$ cat config.mk
export PLATFORM = sky130hd
export DESIGN_NAME = shift_sequencer_flat
export DESIGN_NICKNAME = d
export VERILOG_FILES = /design/src/rtl/shift_sequencer_if.sv /design/src/rtl/shift_sequencer.sv /design/src/flat_wrapper.sv
export SDC_FILE = /design/constraint.sdc
export NUM_CORES = 1
export LEC_CHECK = 0
export BUFFER_PORTS_ARGS = -buffer_cell sky130_fd_sc_hd__buf_2
export CAP_MARGIN = 20
export CORE_MARGIN = 2
export CORE_UTILIZATION = 35
export CTS_CLUSTER_DIAMETER = 50
export CTS_CLUSTER_SIZE = 20
export DETAILED_ROUTE_END_ITERATION = 10
export PLACE_DENSITY = 0.56
export SETUP_SLACK_MARGIN = 0.1
export SLEW_MARGIN = 20
export SYNTH_ARGS = -nofsm -noshare
export SYNTH_HDL_FRONTEND = slang
export SYNTH_SLANG_ARGS = --single-unit
$ cat constraint.sdc
create_clock -name clk -period 2.7 [get_ports clk]
set_clock_uncertainty 0.2 [all_clocks]
set_input_delay 0.54 -clock clk [delete_from_list [all_inputs] [get_ports clk]]
set_output_delay 0.54 -clock clk [all_outputs]
set_load 0.005 [all_outputs]
$ cat src/rtl/shift_sequencer_if.sv
`default_nettype none
// ============================================================================
//  Module   : shift_sequencer_if
//  Brief    : Switch/button/LED bundle between the board and the shift sequencer.
//  Revision : 1.0 - initial release
// ============================================================================
interface shift_sequencer_if;
    logic [15:0] sw;
    logic [3:0]  btn;
    logic [15:0] led;

    modport master (output sw, output btn, input led);
    modport slave  (input sw, input btn, output led);
endinterface
`default_nettype wire

$ cat src/rtl/shift_sequencer.sv
`default_nettype none
// ============================================================================
//  Module   : shift_sequencer
//  Brief    : Latches an 8-bit operand and animates up to 7 one-bit shift/rotate
//             steps on the LEDs, one step per TICK_DIV clock cycles.
//  Revision : 1.0 - initial release
// ============================================================================
module shift_sequencer #(
    parameter int TICK_DIV = 25_000_000
) (
    input  wire logic        clk,
    input  wire logic        rst,
    shift_sequencer_if.slave bus
);

    // Bit 0 of the encoding is busy and bit 1 is done, so the LEDs come straight off flops.
    typedef enum logic [1:0] {
        ST_IDLE = 2'b00,
        ST_RUN  = 2'b01,
        ST_DONE = 2'b10
    } state_t;

    localparam int                  c_TICK_W    = (TICK_DIV > 1) ? $clog2(TICK_DIV) : 1;
    localparam logic [c_TICK_W-1:0] c_TICK_LAST = c_TICK_W'(TICK_DIV - 1);
    localparam logic [c_TICK_W-1:0] c_TICK_ONE  = c_TICK_W'(1);

    logic [3:0]          r_btn_s1;
    logic [3:0]          r_btn_s2;
    logic [3:0]          r_btn_prev;
    logic [3:0]          w_pulse;
    logic                w_load;
    logic                w_start;
    logic                w_abort;

    state_t              r_state;
    state_t              w_state_nxt;
    logic [7:0]          r_data;
    logic [7:0]          w_data_nxt;
    logic [7:0]          w_data_step;
    logic [2:0]          r_rem;
    logic [2:0]          w_rem_nxt;
    logic [1:0]          r_op;
    logic [1:0]          w_op_nxt;
    logic [c_TICK_W-1:0] r_tick;
    logic [c_TICK_W-1:0] w_tick_nxt;

    logic                w_unused;

    always_ff @(posedge clk or posedge rst) begin
        if (rst) begin
            r_btn_s1   <= 4'h0;
            r_btn_s2   <= 4'h0;
            r_btn_prev <= 4'h0;
        end else begin
            r_btn_s1   <= bus.btn;
            r_btn_s2   <= r_btn_s1;
            r_btn_prev <= r_btn_s2;
        end
    end

    assign w_pulse = r_btn_s2 & ~r_btn_prev;
    assign w_load  = w_pulse[0];
    assign w_start = w_pulse[1];
    assign w_abort = w_pulse[3];

    always_comb begin
        w_data_step = r_data;
        case (r_op)
            2'b00:   w_data_step = {r_data[6:0], 1'b0};
            2'b01:   w_data_step = {1'b0, r_data[7:1]};
            2'b10:   w_data_step = {r_data[6:0], r_data[7]};
            default: w_data_step = {r_data[0], r_data[7:1]};
        endcase
    end

    always_ff @(posedge clk or posedge rst) begin
        if (rst) begin
            r_state <= ST_IDLE;
            r_data  <= 8'h00;
            r_rem   <= 3'd0;
            r_op    <= 2'b00;
            r_tick  <= '0;
        end else begin
            r_state <= w_state_nxt;
            r_data  <= w_data_nxt;
            r_rem   <= w_rem_nxt;
            r_op    <= w_op_nxt;
            r_tick  <= w_tick_nxt;
        end
    end

    always_comb begin
        w_state_nxt = r_state;
        w_data_nxt  = r_data;
        w_rem_nxt   = r_rem;
        w_op_nxt    = r_op;
        w_tick_nxt  = r_tick;
        if (w_abort) begin
            w_state_nxt = ST_IDLE;
            w_rem_nxt   = 3'd0;
            w_tick_nxt  = '0;
        end else begin
            case (r_state)
                ST_RUN: begin
                    if (r_tick == c_TICK_LAST) begin
                        w_tick_nxt = '0;
                        w_data_nxt = w_data_step;
                        w_rem_nxt  = r_rem - 3'd1;
                        if (r_rem == 3'd1) begin
                            w_state_nxt = ST_DONE;
                        end
                    end else begin
                        w_tick_nxt = r_tick + c_TICK_ONE;
                    end
                end
                default: begin
                    // Load wins over a simultaneous start; the start is simply dropped.
                    if (w_load) begin
                        w_data_nxt  = bus.sw[7:0];
                        w_rem_nxt   = 3'd0;
                        w_state_nxt = ST_IDLE;
                    end else if (w_start) begin
                        w_op_nxt    = bus.sw[12:11];
                        w_rem_nxt   = bus.sw[10:8];
                        w_tick_nxt  = '0;
                        w_state_nxt = (bus.sw[10:8] == 3'd0) ? ST_DONE : ST_RUN;
                    end
                end
            endcase
        end
    end

    assign bus.led = {1'b0, r_state[1], r_state[0], r_op, r_rem, r_data};

    assign w_unused = &{1'b0, bus.sw[15:13], w_pulse[2]};

endmodule
`default_nettype wire

$ cat src/flat_wrapper.sv
// flat-port wrapper written by rule: the top's interface ports become plain ports
module shift_sequencer_flat 
#(
    parameter int TICK_DIV = 25_000_000
)
  (clk, rst, bus_sw, bus_btn, bus_led);
  shift_sequencer_if bus_i ();
  input  wire logic clk;
  input  wire logic rst;
  input wire logic [$bits(bus_i.sw)-1:0] bus_sw;
  input wire logic [$bits(bus_i.btn)-1:0] bus_btn;
  output wire logic [$bits(bus_i.led)-1:0] bus_led;
  assign bus_i.sw = bus_sw;
  assign bus_i.btn = bus_btn;
  assign bus_led = bus_i.led;
  shift_sequencer #(.TICK_DIV(TICK_DIV)) u_core (.clk(clk), .rst(rst), .bus(bus_i));
endmodule
Word level (Yosys, flattened, before mapping) --
Index checks and enable logic that the tools add are counted.
Storage, ports and cells: register bits after elaboration 52, input bits 22, output and inout bits 16, word-level logic and storage cells 55
Cells by class: $add $sub $neg 2, eq/ne operators 9, multiplexer cells 21, bitwise gates (word level) 5, reductions and logical operators 10
Operators by type and width (count):
- $mux 25 | 5
- $add 25x1->25 const B | 1
- $eq 25x25->1 const B | 1
- $mux 8 | 3
- $pmux 8 s3 | 1
- $mux 3 | 5
- $mux 2 | 7
- $ne 3x1->1 const B | 2
- $reduce_and 3->1 | 2
- $and 4x4->4 | 1
- $eq 2x1->1 const B | 2
- $not 4->4 | 1
- $reduce_and 2->1 | 2
- $reduce_and 4->1 | 1
- $reduce_bool 4->1 | 1
- $eq 3x1->1 const B | 1
- $logic_not 3->1 | 1
- $ne 3x2->1 const B | 1
- $not 1->1 | 3
- $reduce_bool 3->1 | 1
- $sub 3x1->3 const B | 1
- $eq 2x2->1 const B | 1
- $logic_not 2->1 | 1
- $ne 2x1->1 const B | 1
- $reduce_bool 2->1 | 1

Depth between registers and ports, before layout --
Gate-level depths: netlist (run 1).
word-level depth 6, mapped depth 8, gate-level depth less buffers 6

Worst setup path after synthesis (run 1) --
OpenSTA, ideal clock, no wires.
path kind flip-flop to flip-flop, start reg u_core.r_tick[17], end reg u_core.r_state[0], setup time 0.128 ns, data arrival time 2.231 ns, data required time 2.372 ns, slack 0.141 ns, cell stages (with the launch flop) 6, path buffers 0, period minus slack after synthesis 2.559 ns, cells stage by stage dfrtp_1 > or4_1 > or4_1 > o31a_1 > nor3_1 > mux2_1
On the way: cells in the longest elaborated chain, start to end 3
RTL lines:
- from (decl) | line shift_sequencer.sv:44 | logic [c_TICK_W-1:0] r_tick;
- from (signal assigned) | line shift_sequencer.sv:88 | r_tick <= w_tick_nxt;
- $eq 25x25->1 | line shift_sequencer.sv:105 | if (r_tick == c_TICK_LAST) begin
- $ne 3x1->1 (no line)
- $reduce_and 3->1 (no line)
- to (signal assigned) | line shift_sequencer.sv:84 | r_state <= w_state_nxt;
- to (decl) | line shift_sequencer.sv:35 | state_t r_state;
No other way between the ends. A chain may end at the register's enable or synchronous reset.

Final worst setup path (run 1) --
start reg u_core.r_tick[17], end reg u_core.r_rem[2]
On the way: cells in the longest elaborated chain, start to end 3
RTL lines:
- $eq 25x25->1 | line shift_sequencer.sv:105
- $ne 3x1->1 (no line)
- $reduce_and 2->1 (no line)
- to (signal assigned) | line shift_sequencer.sv:86 | r_rem <= w_rem_nxt;
- to (decl) | line shift_sequencer.sv:40 | logic [2:0] r_rem;
No other way between the ends.

==> impl_metrics.csv, run 1 <==
group,metric,value,unit
status,status,"finished, final reports clean",
floorplanning,fp.dieH,89.0,um
place,io_buffers,32,
drt,detail-route-antenna-nets,0,
cells_and_area,nFillCells,689,
clock_network,clock_path_buffers,2,
logic_synthesis,syn-instance-count,267,
clock_network,cts_root_buf,"clkbuf_8",
clock_network,htreeDepth,2,
drt,viasPerCell,5.33,
sta,rsz0062_at_grt,"yes",
floorplanning,io_pins,38,
hold_path,hold_path.class,"input pin to async pin",
global_routing,grt_pass1_vias,1984,
drt,wl,5.46,mm
floorplanning,die_w,89.0,um
pwr,vdd_drop_max,0.000489,V
place,post_dp_cell_area,2870,sq um
cells_and_area,synthToLayoutAreaGrowth,19.8,%
sta,max_slew_margin,61.7,%
logic_synthesis,synth-edff-count,0,
global_routing,antenna_found_initial,0,
global_routing,grt_overflow,0,
logic_synthesis,yosysSeqAreaShare,48.5,%
clock_network,clk-insertion-delay-late,0.30,ns
pwr,p_total,0.00248,W
sta,setup_violations,0,
floorplanning,coreArea,6910,sq um
setup_path,worstSetupStartpointType,"flip-flop",
global_routing,grt_max_degree,49,
place,place_congestion,0.796,
drt,wire_per_inst,13.5,um
floorplanning,rows,30,
logic_synthesis,syn_avg_cell_area,9.48,sq um
run,cap_violations,0,
sta,fin_crit,2.53,ns
clock_network,cts_buffers,5,
drt,drc,0,
clock_network,clk_pin_slew,0.10,ns
logic_synthesis,syn-cell-area,2530,sq um
clock_network,post_cts_buffers,0,
clock_network,holdBufCountCts,0,
drt,firstDrtPassIters,5,
cells_and_area,drive_gt1_share,23.9,%
global_routing,grt_pass1_wl,9.62,mm
sta,fmax,0.395,GHz
pwr,cellPowerDensity,817,nW/um^2
global_routing,grt_usage,15.3,%
place,post-dp-hpwl,3.79,mm
pwr,p_leak,1.30,nW
setup_path,worstSetupPathType,"flip-flop to flip-flop",
logic_synthesis,ys_warn_count,0,
drt,first_iter_violations,112,
logic_synthesis,synth_ff_type,"dfrtp_1",
floorplanning,dieArea,7920,sq um
clock_network,cts.sinks,49,
setup_path,cp.required,2.68,ns
logic_synthesis,synthArstFlopShare,100,%
setup_path,crit_arrival,2.51,ns
cells_and_area,final_cell_mix,"dfrtp_1, nand2_1, buf_2",
sta,worst_slew_pin_slew,0.569,ns
cells_and_area,diodes,0,
logic_synthesis,synthDistinctLibCells,39,
floorplanning,start_util,36.6,%
logic_synthesis,ys_ff_latch,49,
setup_path,critical_path_peak_fanout,48,
cells_and_area,fin_nets,333,
sta,fin_tns_setup,0,ns
clock_network,cts_tree,"done",
drt,route.vias.total,2159,
logic_synthesis,synthesis.nets,292,
sta,fin_crit_sh,93.8,%
cells_and_area,fin_area,3030,sq um
cells_and_area,final_common_cell,"dfrtp_1",
sta,final_hold_viol_count,0,
setup_path,critPathCaptureType,"flip-flop",
sta,slew_viol_final,0,
==> sequential cells by signal, summed over array words and instances (netlist names) <==
name               flops
u_core.r_tick         25
u_core.r_data          8
u_core.r_btn_prev      3
u_core.r_btn_s1        3
u_core.r_btn_s2        3
u_core.r_rem           3
u_core.r_op            2
u_core.r_state         2
==> worst max-delay path, stage by stage, from the launching register on <==
cell     delay (ns)
dfrtp_1        0.39
or4_1          0.51
or4_4          0.50
o31a_1         0.31
buf_12         0.21
nor3_1         0.20
o32ai_1        0.10
==> worst paths after layout <==
path                                    start                  to  slack, ns  depth (start not counted)
max reg2reg                 u_core.r_tick[17]     u_core.r_rem[2]       0.17                          6
min reg2reg                u_core.r_btn_s1[1]  u_core.r_btn_s2[1]       0.16                          0
max                         u_core.r_tick[17]     u_core.r_rem[2]       0.17                          6
min                                       rst    u_core.r_data[6]       0.04                          2
min in group clk                   bus_btn[1]  u_core.r_btn_s1[1]       0.14                          1
max in group asynchronous                 rst   u_core.r_tick[18]       1.75                          3
==> synthesized netlist by cell type (2+ instances only) <==
master	n	area share, %
buf_6	2	0.89
mux2i_1	11	4.4
nor3_1	7	1.4
ha_1	3	1.5
and3_1	2	0.49
nand2_1	33	4.9
a22o_1	2	0.69
nand3_1	14	2.8
and4_1	2	0.69
a41oi_1	4	1.4
nor4_1	2	0.49
or4_1	2	0.59
inv_1	7	1.0
nand4_1	8	2.0
a21oi_1	16	3.2
nand2b_1	7	1.7
o21ai_0	14	2.8
nor2_1	18	2.7
dfrtp_1	49	48
a31oi_1	22	5.4
or3_1	2	0.49
mux2_2	11	4.9
clkbuf_1	9	1.3
nor2b_1	5	1.2
==> kinds of logic (layout without fill, tap and decap cells) <==
group | count (synthesis) | after routing | share of synthesized area (%)
fa+ha+maj | 3 | 3 | 1.48
buf+inv | 20 | 62 | 3.76
simple gates | 105 | 105 | 20.4
other cells | 1 | 1 | 0.148
mux | 23 | 23 | 9.69
flops | 49 | 49 | 48.5
compound gates | 66 | 66 | 16.0
==> where the power goes <==
group | leakage, nW | switching (W) | internal, W
combinational | 0.615 | 0.000479 | 0.000439
clock | 0.0543 | 0.000259 | 0.000278
sequential | 0.632 | 0.000152 | 0.000869
==> area by class of cell <==
| class | count | area (sq um) | area share (%) |
|---|---|---|---|
| multi-input cells | 198 | 1250 | 41.1 |
| flip-flops and latches | 49 | 1230 | 40.4 |
| repair buffers | 47 | 298 | 9.82 |
| well taps | 96 | 120 | 3.96 |
| clock buffers | 5 | 68.8 | 2.27 |
| clock inverters | 3 | 46.3 | 1.53 |
| inverters | 7 | 26.3 | 0.867 |
==> metrics by stage <==
step	util, %	setup slack (ns)	cells	hold WS (ns)
floorplan	-	0.141	267	0.131
global placement	41.5	0.00261	397	0.133
detailed placement	41.5	0.00484	397	0.140
CTS	43.5	0.106	405	0.0492
global route	43.9	0.0670	405	0.0697
finish	43.9	0.168	405	0.0425
==> what timing repair did <==
item,in CTS,in global routing
hold endpoints to repair,0,0
resized for setup,5,5
pin swaps,0,1
setup endpoints to repair,5,15
==> routing by layer <==
layer	GRT usage, %	part of all wire, %	wire length [um]	vias up
li1	-	-	-	1060
met2	22.6	45	2450	42
met3	2.86	2.9	158	9
met1	22.7	51	2770	1048
met5	0	0	0	-
met4	4.48	1.6	87	0
Note: power is estimated with default switching activity, not from simulation.
==> run 2, diff against run 1 <==
Settings changed: CORE_UTILIZATION 35 to 51, PLACE_DENSITY 0.56 to 0.76.
==> impl_metrics.csv, run 2 (same netlist as run 1, synthesis figures left out) <==
group,metric,value,unit
status,status,"finished, final reports clean",
drt,route.vias.total,2187,
setup_path,critPathCaptureType,"flip-flop",
global_routing,grt_pass1_wl,8.83,mm
drt,firstDrtPassIters,4,
setup_path,path_cells,"or4_4 > or4_4 > o31a_1 > nor3_2 > mux2_4",
cells_and_area,nFillCells,397,
place,place_congestion,0.857,
floorplanning,rows,25,
hold_path,min_from,"bus_btn[3]",
clock_network,cts_buffers,5,
cells_and_area,top_register,"u_core.r_tick",
floorplanning,coreArea,4750,sq um
clock_network,cts_tree,"done",
hold_path,hold_path.class,"input pin to flip-flop",
setup_path,reg2reg_to,"u_core.r_state[0]",
clock_network,cts_root_buf,"clkbuf_8",
clock_network,cts.sinks,49,
setup_path,critical_path_peak_fanout,5,
sta,final_hold_viol_count,0,
sta,slew_viol_final,0,
floorplanning,start_util,53.2,%
cells_and_area,largest_registers,"u_core.r_tick: 25 flops, u_core.r_data: 8 flops",
sta,setup_ws,0.100,ns
sta,setup_violations,0,
setup_path,worstSetupStartpointType,"flip-flop",
floorplanning,io_pins,38,
setup_path,r2r-start,"u_core.r_tick[17]",
cells_and_area,synthToLayoutAreaGrowth,20.2,%
pwr,vdd_drop_max,0.000557,V
setup_path,cp_slowest_cell,"or4_4",
clock_network,htreeDepth,2,
global_routing,grt_usage,20.6,%
pwr,cellPowerDensity,853,nW/um^2
cells_and_area,final_common_cell,"dfrtp_1",
global_routing,grt_max_degree,50,
sta,worst_slew_pin_slew,0.599,ns
sta,fin_crit_sh,96.3,%
place,io_buffers,32,
run,cap_violations,0,
place,post-dp-hpwl,3.64,mm
sta,fin_tns_setup,0,ns
drt,detail-route-antenna-nets,0,
setup_path,crit_path_max_incr_delay,0.52,ns
sta,fmax,0.385,GHz
cells_and_area,final_cell_mix,"dfrtp_1, buf_2, nand2_1",
setup_path,crit_arrival,2.59,ns
floorplanning,fp.dieH,74.4,um
hold_path,hold_path_depth,1,
floorplanning,die_w,74.4,um
sta,rsz0062_at_grt,"yes",
setup_path,rr_worst_depth,5,
global_routing,grt_overflow,0,
clock_network,holdBufCountCts,0,
drt,first_iter_violations,198,
global_routing,antenna_found_initial,0,
setup_path,crit_path_frequent_cell,"or4_4",
sta,max_slew_margin,60.1,%
place,pre_cts_ws,0.0745,ns
clock_network,clk-insertion-delay-late,0.31,ns
hold_path,min_to,"u_core.r_btn_s1[3]",
drt,drc,0,
clock_network,clk_pin_slew,0.10,ns
clock_network,clock_path_buffers,2,
cells_and_area,drive_gt1_share,25.6,%
sta,fin_crit,2.60,ns
setup_path,worstSetupPathType,"flip-flop to flip-flop",
drt,wire_per_inst,14.7,um
cells_and_area,diodes,0,
pwr,p_leak,1.33,nW
setup_path,r2r_slack,0.10,ns
global_routing,grt_pass1_vias,1957,
drt,viasPerCell,5.77,
cells_and_area,fin_nets,336,
setup_path,cp.required,2.69,ns
drt,wl,5.58,mm
cells_and_area,largest_reg_flops,25,
floorplanning,dieArea,5540,sq um
==> run 2: cell types whose count changed in the layout (fill, tap and decap cells not counted), sizes merged <==
cell      change
clkinvlp      -1
buf           +3
inv           +1
bufinv        +1
clkinv        -1
==> run 2: layer usage <==
metal | GRT usage (%) | up-vias | wire length [um]
met5 | 0 | - | 0
met4 | 7.14 | 0 | 61
met3 | 4.07 | 7 | 234
met2 | 32.7 | 57 | 2750
met1 | 28.4 | 1052 | 2530
li1 | - | 1071 | -
==> run 2: worst max-delay path, delay by kind of cell, from the launching register on <==
family	cells	cell delay, ns
AOI/OAI and AO/OA	1	0.41
DFF	1	0.39
muxes	1	0.32
and+or+nand+nor	3	1.16
==> run 2: report_power, final <==
group          switching, W  internal [W]  total, W  leakage, nW
sequential         0.000160      0.000869   0.00103        0.632
combinational      0.000495      0.000447  0.000942        0.628
clock              0.000250      0.000373  0.000623       0.0687
==> run 2: layout make-up <==
| type | instances | area, sq um | share of cell area, % |
|---|---|---|---|
| Timing Repair Buffer | 50 | 302 | 9.91 |
| Inverter | 7 | 26.3 | 0.864 |
| Multi-Input combinational cell | 198 | 1270 | 41.6 |
| Clock inverter | 3 | 68.8 | 2.26 |
| Sequential cell | 49 | 1230 | 40.3 |
| Clock buffer | 5 | 68.8 | 2.26 |
| Tap cell | 67 | 83.8 | 2.76 |
==> run 2: per-stage QoR <==
stage / util, % / total power (W) / cells / instance area, sq um / hold WS [ns]
floorplan: - / 0.00162 / 267 / 2530 / 0.131
global placement: 59.1 / 0.00187 / 367 / 2810 / 0.132
detailed placement: 59.1 / 0.00191 / 367 / 2810 / 0.136
CTS: 62.1 / 0.00253 / 375 / 2950 / 0.129
global route: 64.0 / 0.00277 / 379 / 3040 / 0.123
finish: 64.0 / 0.00259 / 379 / 3040 / 0.135
==> run 2: timing repair <==
item / in CTS / in global routing
resized for setup: 1 / 13
endpoints found under the setup margin: 3 / 25
cloned: 0 / 2
buffers inserted: 0 / 2
pin swaps: 0 / 3
==> run 2: worst max-delay path by stage <==
stage                            from                 to  cells past startpoint  slack [ns]
floorplan           u_core.r_tick[17]  u_core.r_state[0]                      5        0.14
global placement    u_core.r_tick[17]  u_core.r_state[0]                      5        0.10
detailed placement  u_core.r_tick[17]  u_core.r_state[0]                      5        0.07
CTS                 u_core.r_tick[17]  u_core.r_state[0]                      5        0.05
global route        u_core.r_tick[17]    u_core.r_rem[2]                      6       0.002
finish              u_core.r_tick[17]  u_core.r_state[0]                      5        0.10
